[src/rtl/muldiv_unit.sv]
// muldiv_unit: iterative RV32M/RV64M multiply/divide unit for EX.
// Shift-add multiply and restoring divide, one bit per cycle.
//
// Ports:
//   clk, rst_n            clock, async active-low reset
//   flush                 kill in-flight op, return to IDLE
//   in_valid/in_ready     request handshake (in_op funct3, in_a, in_b, in_tag)
//   out_valid/out_ready   result handshake (out_result, out_tag)
//   busy                  unit is not IDLE
module muldiv_unit #(
    parameter int XLEN  = 32,
    parameter int TAG_W = 5
) (
    input  logic             clk,
    input  logic             rst_n,
    input  logic             flush,
    input  logic             in_valid,
    output logic             in_ready,
    input  logic [2:0]       in_op,
    input  logic [XLEN-1:0]  in_a,
    input  logic [XLEN-1:0]  in_b,
    input  logic [TAG_W-1:0] in_tag,
    output logic             out_valid,
    input  logic             out_ready,
    output logic [XLEN-1:0]  out_result,
    output logic [TAG_W-1:0] out_tag,
    output logic             busy
);

    localparam int CW = $clog2(XLEN);
    localparam logic [CW-1:0] CNT_MAX = CW'(XLEN - 1);
    localparam logic [XLEN-1:0] MIN_INT = {1'b1, {(XLEN-1){1'b0}}};

    localparam logic [2:0] OP_MUL    = 3'd0;
    localparam logic [2:0] OP_MULH   = 3'd1;
    localparam logic [2:0] OP_MULHSU = 3'd2;
    localparam logic [2:0] OP_DIV    = 3'd4;
    localparam logic [2:0] OP_REM    = 3'd6;

    typedef enum logic [1:0] {
        IDLE,
        CALC,
        DONE
    } state_t;

    state_t            state;
    logic [2:0]        op;
    logic [XLEN-1:0]   a_mag;
    logic [XLEN-1:0]   b_mag;
    logic              a_neg;
    logic              b_neg;
    logic [2*XLEN-1:0] acc;
    logic [CW-1:0]     cnt;
    logic              fin;
    logic              spec;

    assign in_ready = (state == IDLE) && !flush;
    assign busy     = (state != IDLE);

    // Operand decode at accept
    logic            a_sgn;
    logic            b_sgn;
    logic            in_a_neg;
    logic            in_b_neg;
    logic [XLEN-1:0] in_a_mag;
    logic [XLEN-1:0] in_b_mag;
    logic            b_zero;
    logic            ovf;
    logic            special;
    logic [XLEN-1:0] spec_res;

    always_comb begin
        a_sgn = (in_op == OP_MUL) || (in_op == OP_MULH) ||
                (in_op == OP_MULHSU) || (in_op == OP_DIV) ||
                (in_op == OP_REM);
        b_sgn = (in_op == OP_MUL) || (in_op == OP_MULH) ||
                (in_op == OP_DIV) || (in_op == OP_REM);
        in_a_neg = a_sgn && in_a[XLEN-1];
        in_b_neg = b_sgn && in_b[XLEN-1];
        in_a_mag = in_a_neg ? -in_a : in_a;
        in_b_mag = in_b_neg ? -in_b : in_b;
        b_zero   = (in_b == '0);
        ovf      = ((in_op == OP_DIV) || (in_op == OP_REM)) &&
                   (in_a == MIN_INT) && (in_b == '1);
        special  = in_op[2] && (b_zero || ovf);
        if (b_zero)
            spec_res = in_op[1] ? in_a : '1;
        else
            spec_res = in_op[1] ? '0 : MIN_INT;
    end

    // One iteration step
    logic [2*XLEN-1:0] mul_add;
    logic [2*XLEN-1:0] mul_step;
    logic [XLEN:0]     trial;
    logic              ge;
    logic [XLEN-1:0]   rem_sub;
    logic [2*XLEN-1:0] div_step;

    // Divide packs remainder in acc high half, quotient in low half
    always_comb begin
        mul_add  = b_mag[cnt] ? {{XLEN{1'b0}}, a_mag} : '0;
        mul_step = {acc[2*XLEN-2:0], 1'b0} + mul_add;
        trial    = {acc[2*XLEN-1:XLEN], a_mag[cnt]};
        ge       = (trial >= {1'b0, b_mag});
        rem_sub  = trial[XLEN-1:0] - b_mag;
        div_step = {ge ? rem_sub : trial[XLEN-1:0],
                    acc[XLEN-2:0], ge};
    end

    // Sign fix and result select
    logic [2*XLEN-1:0] prod;
    logic [XLEN-1:0]   quo;
    logic [XLEN-1:0]   rem;
    logic [XLEN-1:0]   fix_result;

    always_comb begin
        prod = (a_neg ^ b_neg) ? -acc : acc;
        quo  = (a_neg ^ b_neg) ? -acc[XLEN-1:0] : acc[XLEN-1:0];
        rem  = a_neg ? -acc[2*XLEN-1:XLEN] : acc[2*XLEN-1:XLEN];
        fix_result = '0;
        unique case (1'b1)
            (op == OP_MUL):            fix_result = prod[XLEN-1:0];
            (!op[2] && op != OP_MUL):  fix_result = prod[2*XLEN-1:XLEN];
            (op[2] && !op[1]):         fix_result = quo;
            (op[2] && op[1]):          fix_result = rem;
        endcase
    end

    always_ff @(posedge clk or negedge rst_n) begin
        if (!rst_n) begin
            state      <= IDLE;
            op         <= '0;
            a_mag      <= '0;
            b_mag      <= '0;
            a_neg      <= 1'b0;
            b_neg      <= 1'b0;
            acc        <= '0;
            cnt        <= '0;
            fin        <= 1'b0;
            spec       <= 1'b0;
            out_valid  <= 1'b0;
            out_result <= '0;
            out_tag    <= '0;
        end else if (flush) begin
            state     <= IDLE;
            out_valid <= 1'b0;
            fin       <= 1'b0;
            spec      <= 1'b0;
        end else begin
            unique case (state)
                IDLE: begin
                    if (in_valid && in_ready) begin
                        op      <= in_op;
                        out_tag <= in_tag;
                        state   <= CALC;
                        if (special) begin
                            // Fast path: one pass through CALC
                            // with the result already known.
                            out_result <= spec_res;
                            spec       <= 1'b1;
                            fin        <= 1'b1;
                        end else begin
                            a_mag <= in_a_mag;
                            b_mag <= in_b_mag;
                            a_neg <= in_a_neg;
                            b_neg <= in_b_neg;
                            acc   <= '0;
                            cnt   <= CNT_MAX;
                            spec  <= 1'b0;
                            fin   <= 1'b0;
                        end
                    end
                end
                CALC: begin
                    if (fin) begin
                        if (!spec)
                            out_result <= fix_result;
                        out_valid <= 1'b1;
                        fin       <= 1'b0;
                        spec      <= 1'b0;
                        state     <= DONE;
                    end else begin
                        acc <= op[2] ? div_step : mul_step;
                        if (cnt == '0)
                            fin <= 1'b1;
                        else
                            cnt <= cnt - 1'b1;
                    end
                end
                DONE: begin
                    if (out_ready) begin
                        out_valid <= 1'b0;
                        state     <= IDLE;
                    end
                end
                default: state <= IDLE;
            endcase
        end
    end

endmodule

[config.mk]
export PLATFORM = sky130hd
export DESIGN_NAME = muldiv_unit
export DESIGN_NICKNAME = d
export VERILOG_FILES = /design/src/rtl/muldiv_unit.sv
export SDC_FILE = /design/constraint.sdc
export NUM_CORES = 1
export LEC_CHECK = 0
export CORE_MARGIN = 5
export CORE_UTILIZATION = 49
export CTS_CLUSTER_SIZE = 20
export DETAILED_ROUTE_END_ITERATION = 10
export HOLD_SLACK_MARGIN = 0.08
export PLACE_DENSITY = 0.78
export SYNTH_ARGS = -nofsm -noshare
export SYNTH_HDL_FRONTEND = slang
export SYNTH_SLANG_ARGS = --single-unit
[constraint.sdc]
create_clock -name clk -period 6.7 [get_ports clk]
set_clock_uncertainty 0.2 [all_clocks]
set_input_delay 1.005 -clock clk [delete_from_list [all_inputs] [get_ports clk]]
set_output_delay 1.005 -clock clk [all_outputs]
set_load 0.1 [all_outputs]
# Word level (Yosys, flattened, before mapping)
# Cells that the tools add are included.
# word_totals
register_bits	180
latch_bits	0
ramBits	0
mem_bits_ro	0
in_bits	77
output_inout_bits	40
wordCells	132
mem_count	0
# classes
addsub	8
mul	0
n_div	0
magnitude_cmp	2
eq_ne	18
shifts	0
mux	48
n_bitwise	3
reduce_logical	40
# op_table
op	count
2-to-1 mux 32 bit	13
2-to-1 mux 64 bit	5
negation 32 bit	4
case mux 32 bit (4 select lines)	1
case mux 64 bit (2 select lines)	1
adder 64 x 32 -> 64 bit	1
== test 32 bit, second input constant	2
negation 64 bit	1
case mux 32 bit (2 select lines)	1
>= comparator 33 x 32 -> 1 bit	1
logical NOT 32 bit	1
subtractor 32 bit	1
2-to-1 mux 5 bit	4
2-to-1 mux 1 bit	12
inequality test 2 bit, second input constant	6
AND reduction 3 bit	4
AND reduction 6 bit	2
binary-select mux 1 bit (select 5 bit)	2
logical AND 1 bit	10
case mux 5 bit (2 select lines)	1
nonzero test 3 bit	3
logical OR 1 bit	8
2-to-1 mux 2 bit	4
== test 3 bit, second input constant	2
other kinds (21)	29

# Depth between registers and ports, before layout
# Gate-level depths: netlist of run 1.
# depth
depth_word	10
ltp_mapped	17

# Worst setup path before layout of run 1
# No wires, ideal clock.
# synth_path
kind	reg2reg
start	register cnt[0]
end	register acc[52]
arrival_ps	4927
setup_slack_ps	1433
stages_incl_launch_ff	17
n_path_buf	2
period_less_slack_ps	5267
cell_sequence	dfrtp_1 clkbuf_1 mux4_2 mux4_2 mux2i_1 clkbuf_1 nor2b_1 ha_1 nand3_1 or4_1 a21oi_1 o31ai_1 a21oi_1 o211ai_1 nor3_1 xnor2_1 o221ai_1
# synth_via
elab_chain_cells	7
# synth_rtl
item	line	source
start, declared	53	logic [CW-1:0] cnt;
start signal, assigned	188	cnt <= cnt - 1'b1;
binary-select mux 1 bit (select 5 bit) (on tied branches)	102, 104	
2-to-1 mux 1 bit (on tied branches)	102, 104	
2-to-1 mux 32 bit (tied with other cells)	102	mul_add = b_mag[cnt] ? {{XLEN{1'b0}}, a_mag} : '0;
adder 64 x 32 -> 64 bit / 2-to-1 mux 32 bit (equally long branches)	103, 107	
2-to-1 mux 64 bit (*)	184	acc <= op[2] ? div_step : mul_step;
2-to-1 mux 64 bit (*)	176	if (fin) begin
case mux 64 bit (2 select lines) (*)	151	unique case (state)
end signal, assigned	184	
end, declared	52	logic [2*XLEN-1:0] acc;
# Mark *: on every way between the ends. The rest lies on a longest branch, timed or not. The select of a mux whose other input is x is not followed.
# A chain may end at the register's enable or synchronous reset.

# Worst setup path after layout of run 1
# layout_path
start	register cnt[0]
end	register acc[56]
# Same word-level chain as after synthesis.

==> results of run 1 <==
[sequential cells by signal, summed over array words and instances, names as in the netlist, 2 cells and up]
name,count
out_tag,5
cnt,5
state,2
b_mag,32
op,3
acc,64
out_result,32
a_mag,32
[power by group]
part,internal [W],switching [W],total (W)
Sequential,0.00130,0.000399,0.00170
Combinational,0.00137,0.00262,0.00399
Clock,0.000498,0.000494,0.000993
[metal layers]
layer | share of wire (%) | vias to the layer above | track usage (%)
li1 | - | 7781 | -
met1 | 43 | 8144 | 44.81
met2 | 42 | 969 | 44.54
met3 | 11 | 134 | 7.947
met4 | 3.3 | 2 | 9.844
met5 | 0.022 | - | 0
[placed cells by master, fill, tap and decap left out, types with 10 or more instances in the layout]
cell type | synthesis | final
a211oi_1 | 12 | 12
a21o_1 | 30 | 30
a21oi_1 | 151 | 150
a22o_1 | 11 | 11
a22oi_1 | 21 | 21
a31oi_1 | 19 | 19
and3_1 | 18 | 18
buf_4 | 2 | 20
clkbuf_16 | 0 | 17
clkdlybuf4s50_1 | 0 | 115
dfrtp_1 | 180 | 179
ha_1 | 71 | 71
inv_1 | 76 | 76
mux2_2 | 11 | 11
mux2i_1 | 21 | 20
mux4_2 | 20 | 20
nand2_1 | 265 | 265
nand2b_1 | 16 | 15
nand3_1 | 43 | 43
nand4_1 | 36 | 36
nor2_1 | 149 | 148
nor2b_1 | 51 | 50
nor3_1 | 53 | 51
nor4_1 | 23 | 23
o211ai_1 | 31 | 31
o21a_1 | 13 | 13
o21ai_0 | 215 | 215
o21ai_1 | 11 | 11
o21bai_1 | 11 | 11
o221ai_1 | 15 | 15
o22ai_1 | 15 | 15
o31ai_1 | 36 | 36
o41ai_1 | 10 | 10
or3_1 | 27 | 27
or4_1 | 14 | 14
xnor2_1 | 114 | 113
xor2_1 | 92 | 92
[worst paths after layout]
path	start	end	cells after the start
setup / recovery	cnt[0]$_DFFE_PN0P_	acc[56]$_DFFE_PN0P_	16
hold / removal	out_result[2]$_DFFE_PN0P_	out_result[2]$_DFFE_PN0P_	2
setup reg to reg	cnt[0]$_DFFE_PN0P_	acc[56]$_DFFE_PN0P_	16
hold reg to reg	out_result[2]$_DFFE_PN0P_	out_result[2]$_DFFE_PN0P_	2
max in group asynchronous	rst_n	acc[7]$_DFFE_PN0P_	2
min in group asynchronous	rst_n	out_result[15]$_DFFE_PN0P_	1
[cell families (layout without fill, tap and decap cells)]
kind of cell               count (synthesis)  in the layout  share of synthesized area [%]
muxes                                     53             53                          4.768
and+or+nand+nor                          757            757                          22.36
buffers and inverters                    220            245                          5.180
DFF                                      180            180                          26.99
adders and majority gates                 73             73                          5.563
xor gates and xnor gates                 206            206                          10.81
AOI/OAI and AO/OA                        654            654                          24.33
other                                      0              1                              0
[critical path: stages (launching register included)]
cell and delay, ps:
dfrtp_1 650, mux4_2 560, mux4_2 490, mux2i_2 150
buf_4 230, buf_4 290, nor2b_1 90, ha_1 370
a21o_1 230, a21o_1 180, a21o_1 180, o31ai_1 550
a21oi_1 330, o211ai_1 610, nor2_1 120, xnor2_1 150
o211ai_1 210
[metrics by stage]
step | power (W) | instances | area [um2]
after CTS | 0.006580 | 2616 | 18610
after global routing | 0.007043 | 2616 | 18610
after detailed placement | 0.005571 | 2584 | 18050
after floorplan | 0.004416 | 2143 | 16690
final | 0.006683 | 2617 | 18610
after global placement | 0.005536 | 2584 | 18050
[area by class of cell]
class	instances	share of cell area [%]
clock buffers	19	2.380
multi-input cells	1743	61.06
diodes	1	0.01345
clock inverters	13	0.6320
inverters	76	1.533
repair buffers	137	7.161
flip-flops and latches	180	24.21
well taps	448	3.012
==> out/qor.yml, run 1 <==
hold_class: "reg2reg"
vias: 17030
synth.distinct_cells: 87
gp_congestion: 1.004
ys_seq_area_share_pct: 26.99
die_x_um: 194.6
root_buffer: "clkbuf_16"
htree_levels: 4
post_drt_wl_per_cell_um: 23.01
synth.most_common_cell: "nand2_1"
cap_violations: 0
seqCellArea_um2: 4506
cp.required_ps: 6870
post-route-util_pct: 55.36
rsz0062_at_grt: "no"
slew_headroom_pct: 17.01
rows: 67
grt.overflow.total: 0
grt_antenna_before_repair: 4
yosys.area.top_type: "dfrtp_1"
numClockSinks: 180
hold_ws_ps: 285.9
cts_tree: "done"
numCtsBuffers: 17
status: "finished clean"
multi_input_comb_area_um2: 11360
core_um2: 33620
grt_usage_pct: 30.72
synthTopCellsByArea: "dfrtp_1 (27%), o21ai_0 (6.4%), xnor2_1 (6.0%)"
synth_area_per_cell_um2: 7.788
worstMarginPinSlew_ps: 1241
hpwl_um: 45820
yosys_most_used_dff: "dfrtp_1"
ir_worst_vdd_mv: 0.3389
drive_above_1_share_pct: 5.627
path_max_fanout: 23
yosysWarnings: 0
synth_top_cell_area_share_pct: 26.99
critical_path_class: "reg2reg"
end_kind: "flop"
async_flop_share_pct: 100.0
period_share_pct: 85.06
setup_viol: 0
hold_violations: 0
max_freq_mhz: 175.5
ctsResizeCount: 0
start_util_pct: 49.65
drt_iter0_markers: 2032
die_y_um: 194.6
clk_latency_ps: 460
synth_edf_count: 0
fin_crit_ps: 5699
design.die.area_um2: 37850
viasPerCell: 6.507
dp_slack_ps: 1039
final_max_slew_viol_count: 0
drt_wl_total_um: 60220
clkSlewWorstSetupHoldPaths_ps: 80
cellLeakagePower_nw: 7.697
critPathLaunchType: "flop"
dr.pass1.iters: 6
port_buffers: 116
syn_inst: 2143
area_growth_pct: 11.50
fin_ws_ps: 1001
cts_setup_buffers: 0
ant_nets: 0
nets: 2305
num-fill-cells: 3093
syn-cell-area_um2: 16690
drc: 0
ys_seq_elements: 180
grt_max_degree: 78
ctsLongestPathBuffers: 2
holdBufCountCts: 0
ys_top_cells_by_count: "nand2_1 (265), o21ai_0 (215), dfrtp_1 (180)"
p_per_area_nw_per_um2: 359.2
rrSetupSlack_ps: 1000
cp_data_arrival_time_ps: 5860
io_pins: 117
synth_nets: 2293
grt_pass1_wl_um: 92900
grt_pass1_vias: 16136
fin_setup_tns_ps: 0
No activity file was read; power rests on OpenSTA's default activity.
==> inputs of run 2 (changes only) <==
--- a/config.mk
+++ b/config.mk
@@ -5,12 +5,13 @@
 export SDC_FILE = /design/constraint.sdc
 export NUM_CORES = 1
 export LEC_CHECK = 0
-export CORE_MARGIN = 5
+export CORE_MARGIN = 4
 export CORE_UTILIZATION = 49
 export CTS_CLUSTER_SIZE = 20
 export DETAILED_ROUTE_END_ITERATION = 10
 export HOLD_SLACK_MARGIN = 0.08
 export PLACE_DENSITY = 0.78
+export SETUP_SLACK_MARGIN = 0.2
 export SYNTH_ARGS = -nofsm -noshare
 export SYNTH_HDL_FRONTEND = slang
 export SYNTH_SLANG_ARGS = --single-unit
==> run 2 against run 1 <==
Net effect: non-clock buffer count unchanged; final cell count is the same; critical path type unchanged; core utilization grew 0.25 points; fmax fell by 5.2%; sequential power about the same; combinational power about the same; clock-buffer cell count shrank 1; sequential share of layout area fell by 0.050 points; clock power up 7%; design area rose by 0.21%.
==> out/qor.yml, run 2 (synthesized netlist as in run 1, its figures left out) <==
rsz0062_at_grt: "no"
numClockSinks: 180  # unchanged
grt_usage_pct: 31.73  # +1.0 points
drive_above_1_share_pct: 5.673  # +0.046 points
layout_commonest_cell: "nand2_1"
ir_worst_vdd_mv: 0.3085  # -9.0%
dr_wl_met2_um: 25460  # about the same
htree_levels: 4  # unchanged
cts_setup_buffers: 0  # unchanged
cp_data_arrival_time_ps: 6130  # +270 ps
rows: 67  # unchanged
hold_violations: 0  # unchanged
start_util_pct: 49.77  # +0.12 points
worstPathCellList: "mux4_2 > mux4_2 > mux2i_2 > buf_4 > nor2b_1 > ha_1 > nand3_1 > or4_1 > a21oi_1 > o31ai_1 > a21oi_1 > o211ai_1 > nor3_1 > xnor2_1 > o221ai_1"
slowest_stage: "dfrtp_1"
numCtsBuffers: 17  # unchanged
route.met3.wl_um: 6846  # +1.5%
largest_reg_flops: 64  # unchanged
clkSlewWorstSetupHoldPaths_ps: 80  # about the same
post_drt_wl_per_cell_um: 22.85  # -0.69%
path_max_fanout: 32  # +39%
viasPerCell: 6.554  # +0.72%
grt_pass1_vias: 15723  # -2.6%
design.die.area_um2: 37080  # -2.0%
dp_slack_ps: 812.0  # -226.9 ps
die_y_um: 192.6  # -1.0%
dr.pass1.iters: 6  # unchanged
fin_cells: 2617  # unchanged
seqCellArea_um2: 4506  # unchanged
clk_latency_ps: 450  # about the same
ctsResizeCount: 0  # unchanged
gp_congestion: 0.9632  # -4.1%
wirelength_met1_um: 25800  # -0.91%
most-common-layout-cells: "nand2_1 (265), o21ai_0 (215), dfrtp_1 (179)"
num-fill-cells: 3164  # +2.3%
port_buffers: 116  # unchanged
max_stage_delay_ps: 850  # +200 ps
die_x_um: 192.6  # -1.0%
setup_viol: 0  # unchanged
grt.overflow.total: 0  # unchanged
area_growth_pct: 11.73
drt_wl_total_um: 59800  # -0.69%
root_buffer: "clkbuf_16"
slew_headroom_pct: 30.53  # +14 points
hpwl_um: 45440  # -0.84%
max_freq_mhz: 166.4  # -5.2%
end_kind: "flop"
cts_tree: "done"
p_per_area_nw_per_um2: 362.6  # +0.95%
core_um2: 33530  # -0.25%
fin_crit_ps: 6009  # +310.1 ps
critical_path_class: "reg2reg"
grt_antenna_before_repair: 1  # -3
cap_violations: 0  # unchanged
regMostFlops: "acc"
dp.cells: 2584  # unchanged
multi_input_comb_area_um2: 11360  # unchanged
status: "finished clean"
cellLeakagePower_nw: 7.718  # +0.28%
holdBufCountCts: 0  # unchanged
final_max_slew_viol_count: 0  # unchanged
drc: 0  # unchanged
drt_iter0_markers: 2020  # -0.59%
period_share_pct: 89.68  # +4.6 points
vias: 17152  # +0.72%
ctsLongestPathBuffers: 2  # unchanged
io_pins: 117  # unchanged
fin_ws_ps: 691.2  # -310.1 ps
critPathLaunchType: "flop"
ant_nets: 0  # unchanged
fin_setup_tns_ps: 0  # unchanged
worstMarginPinSlew_ps: 1036  # -204.2 ps
cp.required_ps: 6820  # -50 ps
grt_max_degree: 80  # +2.6%
top_layer_used: "met5"
nets: 2305  # unchanged
grt_pass1_wl_um: 91660  # -1.3%
hold_class: "reg2reg"
## run 2: routing by layer
layer / track usage, % / vias up
met5: 0 / -
met4: 9.654 / 2
met3: 7.435 / 122
met2: 46.48 / 1057
met1: 46.55 / 8191
li1: - / 7780
## run 2: where the power goes
| group | switching (W) | internal, W | total [W] | leakage [nW] |
|---|---|---|---|---|
| Combinational | 0.00264 | 0.00137 | 0.00401 | 5.08 |
| Sequential | 0.000382 | 0.00130 | 0.00168 | 2.35 |
| Clock | 0.000521 | 0.000542 | 0.00106 | 0.292 |
| Total | 0.00355 | 0.00321 | 0.00676 | 7.72 |
## run 2: path summary, 6_finish.rpt
kind / slack, ps / to / cells after the start / start
worst max-delay path: 690 / acc[52]$_DFFE_PN0P_ / 15 / cnt[1]$_DFFE_PN0P_
worst min-delay path: 290 / out_result[9]$_DFFE_PN0P_ / 2 / out_result[9]$_DFFE_PN0P_
worst max register to register: 690 / acc[52]$_DFFE_PN0P_ / 15 / cnt[1]$_DFFE_PN0P_
worst min register to register: 290 / out_result[9]$_DFFE_PN0P_ / 2 / out_result[9]$_DFFE_PN0P_
max in group asynchronous: 4640 / op[2]$_DFFE_PN0P_ / 2 / rst_n
min in group asynchronous: 370 / acc[15]$_DFFE_PN0P_ / 1 / rst_n
## run 2: final cells by class
type / instances / area share (%)
Inverter: 76 / 1.530
Sequential cell: 180 / 24.16
Antenna cell: 1 / 0.01342
Multi-Input combinational cell: 1743 / 60.93
Clock buffer: 18 / 2.355
Timing Repair Buffer: 137 / 7.146
Clock inverter: 14 / 0.8588
Tap cell: 448 / 3.006
## run 2: through the flow
stage	util, %	hold slack [ps]	cell area, um2	total power, W
detailed placement	53.82	278.8	18050	0.005556
finish	55.61	293.7	18650	0.006761
floorplan	-	247.8	16690	0.004416
global route	55.60	320.7	18650	0.007093
CTS	55.60	296.3	18650	0.006624
global placement	53.82	267.5	18050	0.005512
## run 2: critical path, delay by kind of cell, from the launching register on
kind,cells,cell delay [ps]
multiplexers,3,1050
buffers and inverters,1,390
AND/OR/NAND/NOR,4,1080
AO/OA/AOI/OAI,5,1720
adder cells (fa/ha/maj),1,410
XOR/XNOR,1,150
flip-flops,1,850
